### config.mk
export PLATFORM = sky130hd
export DESIGN_NAME = uart_rx_axis
export DESIGN_NICKNAME = d
export VERILOG_FILES = /design/src/rtl/uart_pkg.sv /design/src/rtl/uart_rx_fifo.sv /design/src/rtl/uart_rx_axis.sv
export SDC_FILE = /design/constraint.sdc
export NUM_CORES = 1
export LEC_CHECK = 0
export CAP_MARGIN = 10
export CORE_MARGIN = 1
export CORE_UTILIZATION = 50
export CTS_CLUSTER_SIZE = 12
export DETAILED_ROUTE_END_ITERATION = 16
export MAX_ROUTING_LAYER = met4
export PLACE_DENSITY = 0.74
export REMOVE_ABC_BUFFERS = 1
export SETUP_SLACK_MARGIN = 0.2
export SLEW_MARGIN = 25
export SYNTH_ARGS = -nofsm -noshare
export SYNTH_HDL_FRONTEND = slang
export SYNTH_HIERARCHICAL = 1
export SYNTH_SLANG_ARGS = --single-unit
export TNS_END_PERCENT = 10
### constraint.sdc
create_clock -name clk -period 5.3 [get_ports clk]
set_input_delay 1.59 -clock clk [delete_from_list [all_inputs] [get_ports clk]]
set_output_delay 1.59 -clock clk [all_outputs]
set_load 0.005 [all_outputs]
### src/rtl/uart_pkg.sv
// Shared definitions for the UART receive path: parity encodings, receiver
// state encoding and the small sizing helpers used by the receiver and its FIFO.
package uart_pkg;

    localparam int PAR_NONE = 0;
    localparam int PAR_EVEN = 1;
    localparam int PAR_ODD  = 2;

    typedef enum logic [2:0] {
        ST_IDLE,
        ST_START,
        ST_DATA,
        ST_PARITY,
        ST_STOP,
        ST_BRK
    } rx_state_t;

    // System clocks per oversampling tick.
    function automatic int calc_tdiv(input int clk_freq, input int baud, input int oversample);
        return clk_freq / (baud * oversample);
    endfunction

    // Width of a counter that must hold the values 0..depth inclusive.
    function automatic int level_width(input int depth);
        return $clog2(depth) + 1;
    endfunction

endpackage

### src/rtl/uart_rx_fifo.sv
// Synchronous FIFO buffering received words ahead of the AXI-Stream output.
// A push into a full FIFO is accepted only when a pop frees a slot in the same cycle.
module uart_rx_fifo
    import uart_pkg::*;
#(
    parameter int DEPTH = 8,
    parameter int WIDTH = 8
) (
    input  logic                          clk,
    input  logic                          rst_n,
    input  logic                          push,
    input  logic [WIDTH-1:0]              wdata,
    input  logic                          pop,
    output logic [WIDTH-1:0]              rdata,
    output logic                          full,
    output logic                          empty,
    output logic [level_width(DEPTH)-1:0] level
);
    localparam int AW = $clog2(DEPTH);
    localparam int LW = level_width(DEPTH);
    localparam logic [LW-1:0] FULL_LVL = LW'(DEPTH);

    logic [WIDTH-1:0] mem [DEPTH];
    logic [AW-1:0]    wr_ptr;
    logic [AW-1:0]    rd_ptr;
    logic [LW-1:0]    count;
    logic             do_push;
    logic             do_pop;

    assign full    = (count == FULL_LVL);
    assign empty   = (count == '0);
    assign level   = count;
    assign do_pop  = pop && !empty;
    assign do_push = push && (!full || do_pop);
    // Head is masked while empty so tdata reads 0 out of reset.
    assign rdata   = empty ? '0 : mem[rd_ptr];

    // NOTE: sequential state uses non-blocking assignments so every flop samples pre-edge values.
    always_ff @(posedge clk or negedge rst_n) begin
        if (!rst_n) begin
            wr_ptr <= '0;
            rd_ptr <= '0;
            count  <= '0;
        end else begin
            if (do_push) wr_ptr <= wr_ptr + 1'b1;
            if (do_pop)  rd_ptr <= rd_ptr + 1'b1;
            case ({do_push, do_pop})
                2'b10:   count <= count + 1'b1;
                2'b01:   count <= count - 1'b1;
                default: ;
            endcase
        end
    end

    // NOTE: the storage array has no reset; only pointers and count define what is valid.
    always_ff @(posedge clk) begin
        if (do_push) mem[wr_ptr] <= wdata;
    end

endmodule

### src/rtl/uart_rx_axis.sv
// UART receiver with 16x oversampling, 3-sample majority vote, error detection
// and an AXI-Stream master output fed from an internal FIFO.
module uart_rx_axis
    import uart_pkg::*;
#(
    parameter int CLK_FREQ   = 50_000_000,
    parameter int BAUD       = 115200,
    parameter int DATA_BITS  = 8,
    parameter int PARITY     = 0,
    parameter int STOP_BITS  = 1,
    parameter int OVERSAMPLE = 16,
    parameter int FIFO_DEPTH = 8
) (
    input  logic                               clk,
    input  logic                               rst_n,
    input  logic                               rx,
    output logic [DATA_BITS-1:0]               m_axis_tdata,
    output logic                               m_axis_tvalid,
    input  logic                               m_axis_tready,
    output logic                               parity_err,
    output logic                               frame_err,
    output logic                               break_det,
    output logic                               overrun,
    output logic [level_width(FIFO_DEPTH)-1:0] fifo_level
);
    localparam int TDIV = calc_tdiv(CLK_FREQ, BAUD, OVERSAMPLE);
    localparam int DW   = $clog2(TDIV);
    localparam int TW   = $clog2(OVERSAMPLE);
    localparam int BW   = $clog2(DATA_BITS);

    localparam logic [DW-1:0] LAST_DIV  = DW'(TDIV - 1);
    localparam logic [TW-1:0] LAST_TICK = TW'(OVERSAMPLE - 1);
    localparam logic [TW-1:0] K0        = TW'(OVERSAMPLE / 2 - 1);
    localparam logic [TW-1:0] K1        = TW'(OVERSAMPLE / 2);
    localparam logic [TW-1:0] K2        = TW'(OVERSAMPLE / 2 + 1);
    localparam logic [BW-1:0] LAST_BIT  = BW'(DATA_BITS - 1);
    localparam logic          LAST_STOP = (STOP_BITS == 2);

    rx_state_t state_q, state_d;

    logic rx_meta, rx_sync, rx_prev, fall;
    logic [DW-1:0] div_cnt;
    logic [TW-1:0] tick_cnt;
    logic tick, bit_done, s0, s1, bit_val;

    logic [DATA_BITS-1:0] data_q;
    logic [BW-1:0]        bit_idx;
    logic                 stop_idx;
    logic                 par_q, any_one, stop_zero;
    logic                 par_bad, brk_frame;

    logic push, par_d, frm_d, brk_d, ovr_d;
    logic fifo_full, fifo_empty, pop;

    // NOTE: synchroniser flops reset to the idle level so release never looks like a start edge.
    always_ff @(posedge clk or negedge rst_n) begin
        if (!rst_n) begin
            rx_meta <= 1'b1;
            rx_sync <= 1'b1;
            rx_prev <= 1'b1;
        end else begin
            rx_meta <= rx;
            rx_sync <= rx_meta;
            rx_prev <= rx_sync;
        end
    end

    assign fall     = rx_prev && !rx_sync;
    assign tick     = (div_cnt == LAST_DIV);
    assign bit_done = tick && (tick_cnt == K2);
    assign bit_val  = (s0 & s1) | (s0 & rx_sync) | (s1 & rx_sync);

    always_ff @(posedge clk or negedge rst_n) begin
        if (!rst_n) begin
            div_cnt  <= '0;
            tick_cnt <= '0;
            s0       <= 1'b1;
            s1       <= 1'b1;
        end else begin
            if (state_q == ST_IDLE && fall) begin
                div_cnt  <= '0;
                tick_cnt <= '0;
            end else if (tick) begin
                div_cnt  <= '0;
                tick_cnt <= (tick_cnt == LAST_TICK) ? '0 : tick_cnt + 1'b1;
            end else begin
                div_cnt  <= div_cnt + 1'b1;
            end
            if (tick && tick_cnt == K0) s0 <= rx_sync;
            if (tick && tick_cnt == K1) s1 <= rx_sync;
        end
    end

    always_ff @(posedge clk or negedge rst_n) begin
        if (!rst_n) state_q <= ST_IDLE;
        else        state_q <= state_d;
    end

    // NOTE: every output of this block gets a default first so no latch is inferred.
    always_comb begin
        state_d   = state_q;
        push      = 1'b0;
        par_d     = 1'b0;
        frm_d     = 1'b0;
        brk_d     = 1'b0;
        ovr_d     = 1'b0;
        par_bad   = (PARITY == PAR_ODD) ? !(^data_q ^ par_q) : (^data_q ^ par_q);
        brk_frame = !(any_one || bit_val);
        case (state_q)
            ST_IDLE:   if (fall) state_d = ST_START;
            ST_START:  if (bit_done) state_d = bit_val ? ST_IDLE : ST_DATA;
            ST_DATA:   if (bit_done && bit_idx == LAST_BIT)
                           state_d = (PARITY != PAR_NONE) ? ST_PARITY : ST_STOP;
            ST_PARITY: if (bit_done) state_d = ST_STOP;
            ST_STOP: begin
                // Resolve at the mid-sample of the last stop bit; the tail is not waited out.
                if (bit_done && stop_idx == LAST_STOP) begin
                    if (brk_frame) begin
                        brk_d   = 1'b1;
                        state_d = ST_BRK;
                    end else begin
                        state_d = ST_IDLE;
                        if (stop_zero || !bit_val)                 frm_d = 1'b1;
                        else if (PARITY != PAR_NONE && par_bad)    par_d = 1'b1;
                        else if (fifo_full && !pop)                ovr_d = 1'b1;
                        else                                       push  = 1'b1;
                    end
                end
            end
            ST_BRK:    if (rx_sync) state_d = ST_IDLE;
            default:   state_d = ST_IDLE;
        endcase
    end

    always_ff @(posedge clk or negedge rst_n) begin
        if (!rst_n) begin
            data_q     <= '0;
            bit_idx    <= '0;
            stop_idx   <= 1'b0;
            par_q      <= 1'b0;
            any_one    <= 1'b0;
            stop_zero  <= 1'b0;
            parity_err <= 1'b0;
            frame_err  <= 1'b0;
            break_det  <= 1'b0;
            overrun    <= 1'b0;
        end else begin
            parity_err <= par_d;
            frame_err  <= frm_d;
            break_det  <= brk_d;
            overrun    <= ovr_d;
            case (state_q)
                ST_START: begin
                    bit_idx   <= '0;
                    stop_idx  <= 1'b0;
                    par_q     <= 1'b0;
                    any_one   <= 1'b0;
                    stop_zero <= 1'b0;
                end
                ST_DATA: if (bit_done) begin
                    data_q  <= {bit_val, data_q[DATA_BITS-1:1]};
                    bit_idx <= bit_idx + 1'b1;
                    any_one <= any_one | bit_val;
                end
                ST_PARITY: if (bit_done) begin
                    par_q   <= bit_val;
                    any_one <= any_one | bit_val;
                end
                ST_STOP: if (bit_done) begin
                    stop_idx  <= stop_idx + 1'b1;
                    any_one   <= any_one | bit_val;
                    stop_zero <= stop_zero | !bit_val;
                end
                default: ;
            endcase
        end
    end

    assign pop           = m_axis_tvalid && m_axis_tready;
    assign m_axis_tvalid = !fifo_empty;

    uart_rx_fifo #(
        .DEPTH (FIFO_DEPTH),
        .WIDTH (DATA_BITS)
    ) u_fifo (
        .clk   (clk),
        .rst_n (rst_n),
        .push  (push),
        .wdata (data_q),
        .pop   (pop),
        .rdata (m_axis_tdata),
        .full  (fifo_full),
        .empty (fifo_empty),
        .level (fifo_level)
    );

endmodule

# Word level (Yosys, flattened, before mapping)
# Memories as Yosys holds them, arrays and structs flattened.
# Cells that the tools add are included.
# word_totals
register_bits	44
latch_bits	0
ram_bits	64
rom_bits	0
inputBits	4
out_inout_bits	17
wordCells	134
memories	1
# classes
addsub	8
n_mul	0
n_div	0
magnitude_cmp	0
eq_ne	23
shift	0
muxes	43
bitwise_logic	8
reduce_logical	32
# mem_list
name	words	word_bits	read_ports	rd_ports_with_merged_regs	wr	line_no	source
u_fifo.mem	8	8	1	0	1	uart_rx_fifo.sv:23	logic [WIDTH-1:0] mem [DEPTH];
# op_table
op	n
2-to-1 mux 3 bit	8
2-to-1 mux 1 bit	22
case mux 3 bit (6 select lines)	1
== test 4 bit, second input constant	4
!= test 2 bit, second input constant	8
2-to-1 mux 4 bit	3
logical AND 1 bit	11
2-to-1 mux 5 bit	2
nonzero test 2 bit	5
adder 3 x 1 -> 3 bit, second input constant	3
== test 3 bit, second input constant	3
adder 4 x 1 -> 4 bit, second input constant	2
2-to-1 mux 8 bit	1
case mux 4 bit (2 select lines)	1
AND reduction 2 bit	4
== test 3 x 2 -> 1 bit, second input constant	2
case mux 1 bit (2 select lines)	3
case mux 3 bit (2 select lines)	1
AND reduction 6 bit	1
adder 5 x 1 -> 5 bit, second input constant	1
== test 5 bit, second input constant	1
logical NOT 1 bit	5
== test 4 x 3 -> 1 bit, second input constant	1
logical NOT 4 bit	1
other kinds (13)	20

# Longest topological paths before layout
# depth
word_depth	13
ltp_mapped	15
mapped_depth_nobuf	14

# By module
# The synthesis kept the hierarchy.
# by_module_without_submodules
module	instances	cells_per_inst	area_per_inst_um2	seq_area_each_um2
uart_rx_fifo	1	168	3104.2	2172.1
uart_rx_axis	1	156	1709.1	857.1

# Least setup slack after synthesis
# OpenSTA, ideal clock, no wires.
# synth_path
path_type	input -> register
startpoint	input port m_axis_tready
endpoint	memory u_fifo.mem[4][0] (enable)
setup_time_ns	0.383
t_arrival_ns	3.381
required_time_ns	4.917
setup_slack_ns	1.535
path_stages	5
path_buffers	0
cell_sequence	nand2_1 > a21oi_1 > o31ai_4 > or2_2 > nor3_1
# synth_between
elab_chain_cells	11
elab_cells_between_ends	13
classes_between	7 x mux; 6 x reduce/logical
# synth_lines
element	line_no	source
from (decl)	uart_rx_axis.sv:19	input logic m_axis_tready,
logical AND 1 bit	uart_rx_axis.sv:179	assign pop = m_axis_tvalid && m_axis_tready;
logical NOT 1 bit	uart_rx_axis.sv:125	else if (fifo_full && !pop) ovr_d = 1'b1;
logical AND 1 bit	uart_rx_axis.sv:125	
2-to-1 mux 1 bit	uart_rx_axis.sv:125	
2-to-1 mux 1 bit	uart_rx_axis.sv:123	if (stop_zero || !bit_val) frm_d = 1'b1;
2-to-1 mux 1 bit	uart_rx_axis.sv:118	if (brk_frame) begin
2-to-1 mux 1 bit	uart_rx_axis.sv:117	if (bit_done && stop_idx == LAST_STOP) begin
2-to-1 mux 1 bit	uart_rx_axis.sv:109	case (state_q)
named net push	uart_rx_axis.sv:52	logic push, par_d, frm_d, brk_d, ovr_d;
logical AND 1 bit	uart_rx_fifo.sv:34	assign do_push = push && (!full || do_pop);
2-to-1 mux 1 bit	uart_rx_fifo.sv:57	if (do_push) mem[wr_ptr] <= wdata;
2-to-1 mux 1 bit (not written as such)	uart_rx_fifo.sv:57	
to (decl)	uart_rx_fifo.sv:23	
# The timed path passes the listed nets, and every way through them passes these cells.

# Worst setup path after layout
# layout_path
startpoint	register u_fifo.count[1] (netlist: u_fifo/level[1])
endpoint	output port m_axis_tvalid
# layout_between
elab_chain_cells	2
# layout_lines
element	line_no	source
from (decl)	uart_rx_fifo.sv:26	logic [LW-1:0] count;
from (signal assigned)	uart_rx_fifo.sv:48	2'b10: count <= count + 1'b1;
from (signal assigned)	uart_rx_fifo.sv:49	2'b01: count <= count - 1'b1;
logical NOT 4 bit	uart_rx_fifo.sv:31	assign empty = (count == '0);
named net fifo_empty	uart_rx_axis.sv:53	logic fifo_full, fifo_empty, pop;
logical NOT 1 bit	uart_rx_axis.sv:180	assign m_axis_tvalid = !fifo_empty;
to (decl)	uart_rx_axis.sv:18	output logic m_axis_tvalid,
# The timed path passes the listed nets, and every way through them passes these cells.

==> metrics.txt <==
most common cell after layout, fill and taps aside=edfxtp_1; 1st-iter DRT viols=around 170; CTS root buffer=clkbuf_8; first-pass GRT wire length=roughly 14000 um; number of synthesized register bits=between 100 and 150; clock sink count=108; clk buf depth=2; I/O Buffers=19; synthesized instance count=324; Clock Skew=between 0.01 and 0.015 ns; r2r endpoint=u_fifo/level[3]; Setup TNS=0 ns; sequential share of the synthesized area=62.9%; initial antenna violation count=0; CP Launch Point=u_fifo/level[1]; max_slew headroom=37.3%; Util after Layout=57.4%; DIE WIDTH=100 um; Fin. Hold Viols=0; Filler cells=757; GR Util All Layers=about a fifth; hold_sp=rx_meta; Post-DP Area=between 5000 and 6000 um^2; Antenna Violating Nets Remaining=0; Reg2Reg Setup Slack=between 1 and 1.5 ns; WL/cell=17.3 um; RSZ-0062 raised after global routing=false; yosys warns=6; EDFF count, synth=64; worst reg-to-reg path cell count=14; WS Path Type=reg -> out; Leak=between 2 and 2.5 nW; HP Class=reg -> reg; synthesized area=around 4800 um^2; Die ar.=10000 um^2; Vias per Instance=roughly 5.5; maximum VDD drop=about 0.00021 V; final layout net count=~360; crit path DAT=2.67 ns; Worst-Margin Slew=0.934 ns; setup violators final=0; critical path startpoint category=flip-flop; Critical Path RT=3.71 ns; Post-synth ARST share=roughly 41%; max-cap viol count=0; CTS buffer count=9; max-slew violations=0; Final Wtd Congestion=approximately 0.78; fin crit share=80.5%; Post-CTS Setup Bufs=0; pin count of the biggest net entering global routing=45; status=complete, no violations; Hold Path Cell Cnt=0; initial core utilization=51.8%; Main synth FF type=edfxtp_1; gr ovfl total=0; H-tree depth=3; Layout area overhead=10.7%; Critical R2R Launch=div_cnt[0]; most frequent cells in the layout=64 x edfxtp_1, 39 x dfrtp_1, 32 x nor2_1; Avg Inst Size Synth=~15 um^2; drt drc=0; hold buffers post-CTS=0; share of cells above drive strength 1=between 10% and 20%; num rows=35; vias in the first global route=roughly 2700; Pre-Repair DR Iteration Count=4; Critical Path End Type=output pin; hpwl dp=about 5700 um; Final Instance Area=about 5300 um^2; synth unique cells=57; min Tclk post-route=4.26 ns; Max Clock Freq=0.235 GHz; drt total wl=8320 um; Worst-path clk slew=0.11 ns; Hold Path Sink=rx_sync; post-cts sizing count=0; I/O pin count=21; CORE AREA=9280 um^2; Clock Latency Late Sink=0.37 ns; crit-path max FO=9; Die Ht=100 um; antenna diode count=0; CTS tree=done; Via Count=2658; pwr dens=383 nW/um^2
==> layer usage <==
layer	up-vias	GRT usage (%)	share of wire, %
met5	-	-	0
met4	0	7.58	0.82
met3	6	2.92	2.6
met2	52	30.5	52
met1	1353	24.5	45
li1	1247	-	-
==> critical path, stage by stage (launching register included) <==
cell	delay, ns
dfrtp_1	0.43
or3_1	0.58
nor2_1	0.68
inv_1	0.13
clkdlybuf4s50_1	0.48
==> worst max path at each step <==
| stage | endpoint | slack (ns) | cells after the start |
|---|---|---|---|
| CTS | m_axis_tdata[7] | 0.95 | 5 |
| floorplan | u_fifo/mem[4][0] | 1.54 | 5 |
| finish | m_axis_tvalid | 1.04 | 4 |
| global placement | u_fifo/level[3] | 1.06 | 11 |
| detailed placement | u_fifo/level[3] | 0.90 | 11 |
| global route | m_axis_tdata[7] | 0.84 | 5 |
==> report_power, final <==
| group | switching, mW | internal (mW) |
|---|---|---|
| registers | 0.151 | 0.946 |
| logic | 0.222 | 0.248 |
| clock network | 0.293 | 0.182 |
| total | 0.666 | 1.38 |
==> state kept, by name, indices dropped and copies added, names as in the netlist, 3 cells and up <==
name           cells
u_fifo/rd_ptr      3
u_fifo/level       4
bit_idx            3
state_q            3
tick_cnt           4
div_cnt            5
data_q             8
u_fifo/mem        64
u_fifo/wr_ptr      3
==> metrics by stage <==
stage | cells | hold slack [ns] | worst slack (ns) | total power [mW]
global placement | 466 | 0.348 | 1.06 | 1.56
CTS | 482 | 0.367 | 0.954 | 2.07
detailed placement | 466 | 0.352 | 0.899 | 1.59
finish | 482 | 0.366 | 1.04 | 2.04
floorplan | 312 | 0.345 | 1.54 | 1.43
global route | 482 | 0.372 | 0.836 | 2.16
==> kinds of logic after synthesis <==
group           Yosys count  share of synthesized area (%)
simple gates             83                           9.25
buf+inv                  29                           2.86
mux                      39                           13.2
compound gates           40                           6.21
other cells               1                         0.0779
xor+xnor                 11                           2.00
flops                   108                           62.9
fa+ha+maj                13                           3.51
==> Yosys cell counts, types with 4 or more instances <==
| cell | instances | area, um^2 |
|---|---|---|
| a21oi_1 | 9 | 45.0 |
| buf_2 | 4 | 20.0 |
| dfrtp_1 | 39 | 976 |
| dfstp_2 | 5 | 131 |
| edfxtp_1 | 64 | 1920 |
| ha_1 | 11 | 138 |
| inv_1 | 17 | 63.8 |
| mux2_2 | 6 | 67.6 |
| mux2_4 | 7 | 105 |
| mux2i_1 | 10 | 100 |
| mux4_2 | 16 | 360 |
| nand2_1 | 11 | 41.3 |
| nand2b_1 | 6 | 37.5 |
| nor2_1 | 32 | 120 |
| nor3_1 | 10 | 50.1 |
| o21ai_0 | 8 | 40.0 |
| xnor2_1 | 7 | 61.3 |
| xor2_1 | 4 | 35.0 |
==> area by class of cell <==
type                            instances  area (um^2)  area share, %
Tap cell                              129          161           3.03
Sequential cell                       108         3030           56.9
Multi-Input combinational cell        187         1650           30.9
Inverter                               17         63.8           1.20
Clock inverter                          7         70.1           1.32
Timing Repair Buffer                   25          233           4.37
Clock buffer                            9          124           2.33
(Power assumes the default switching activity.)
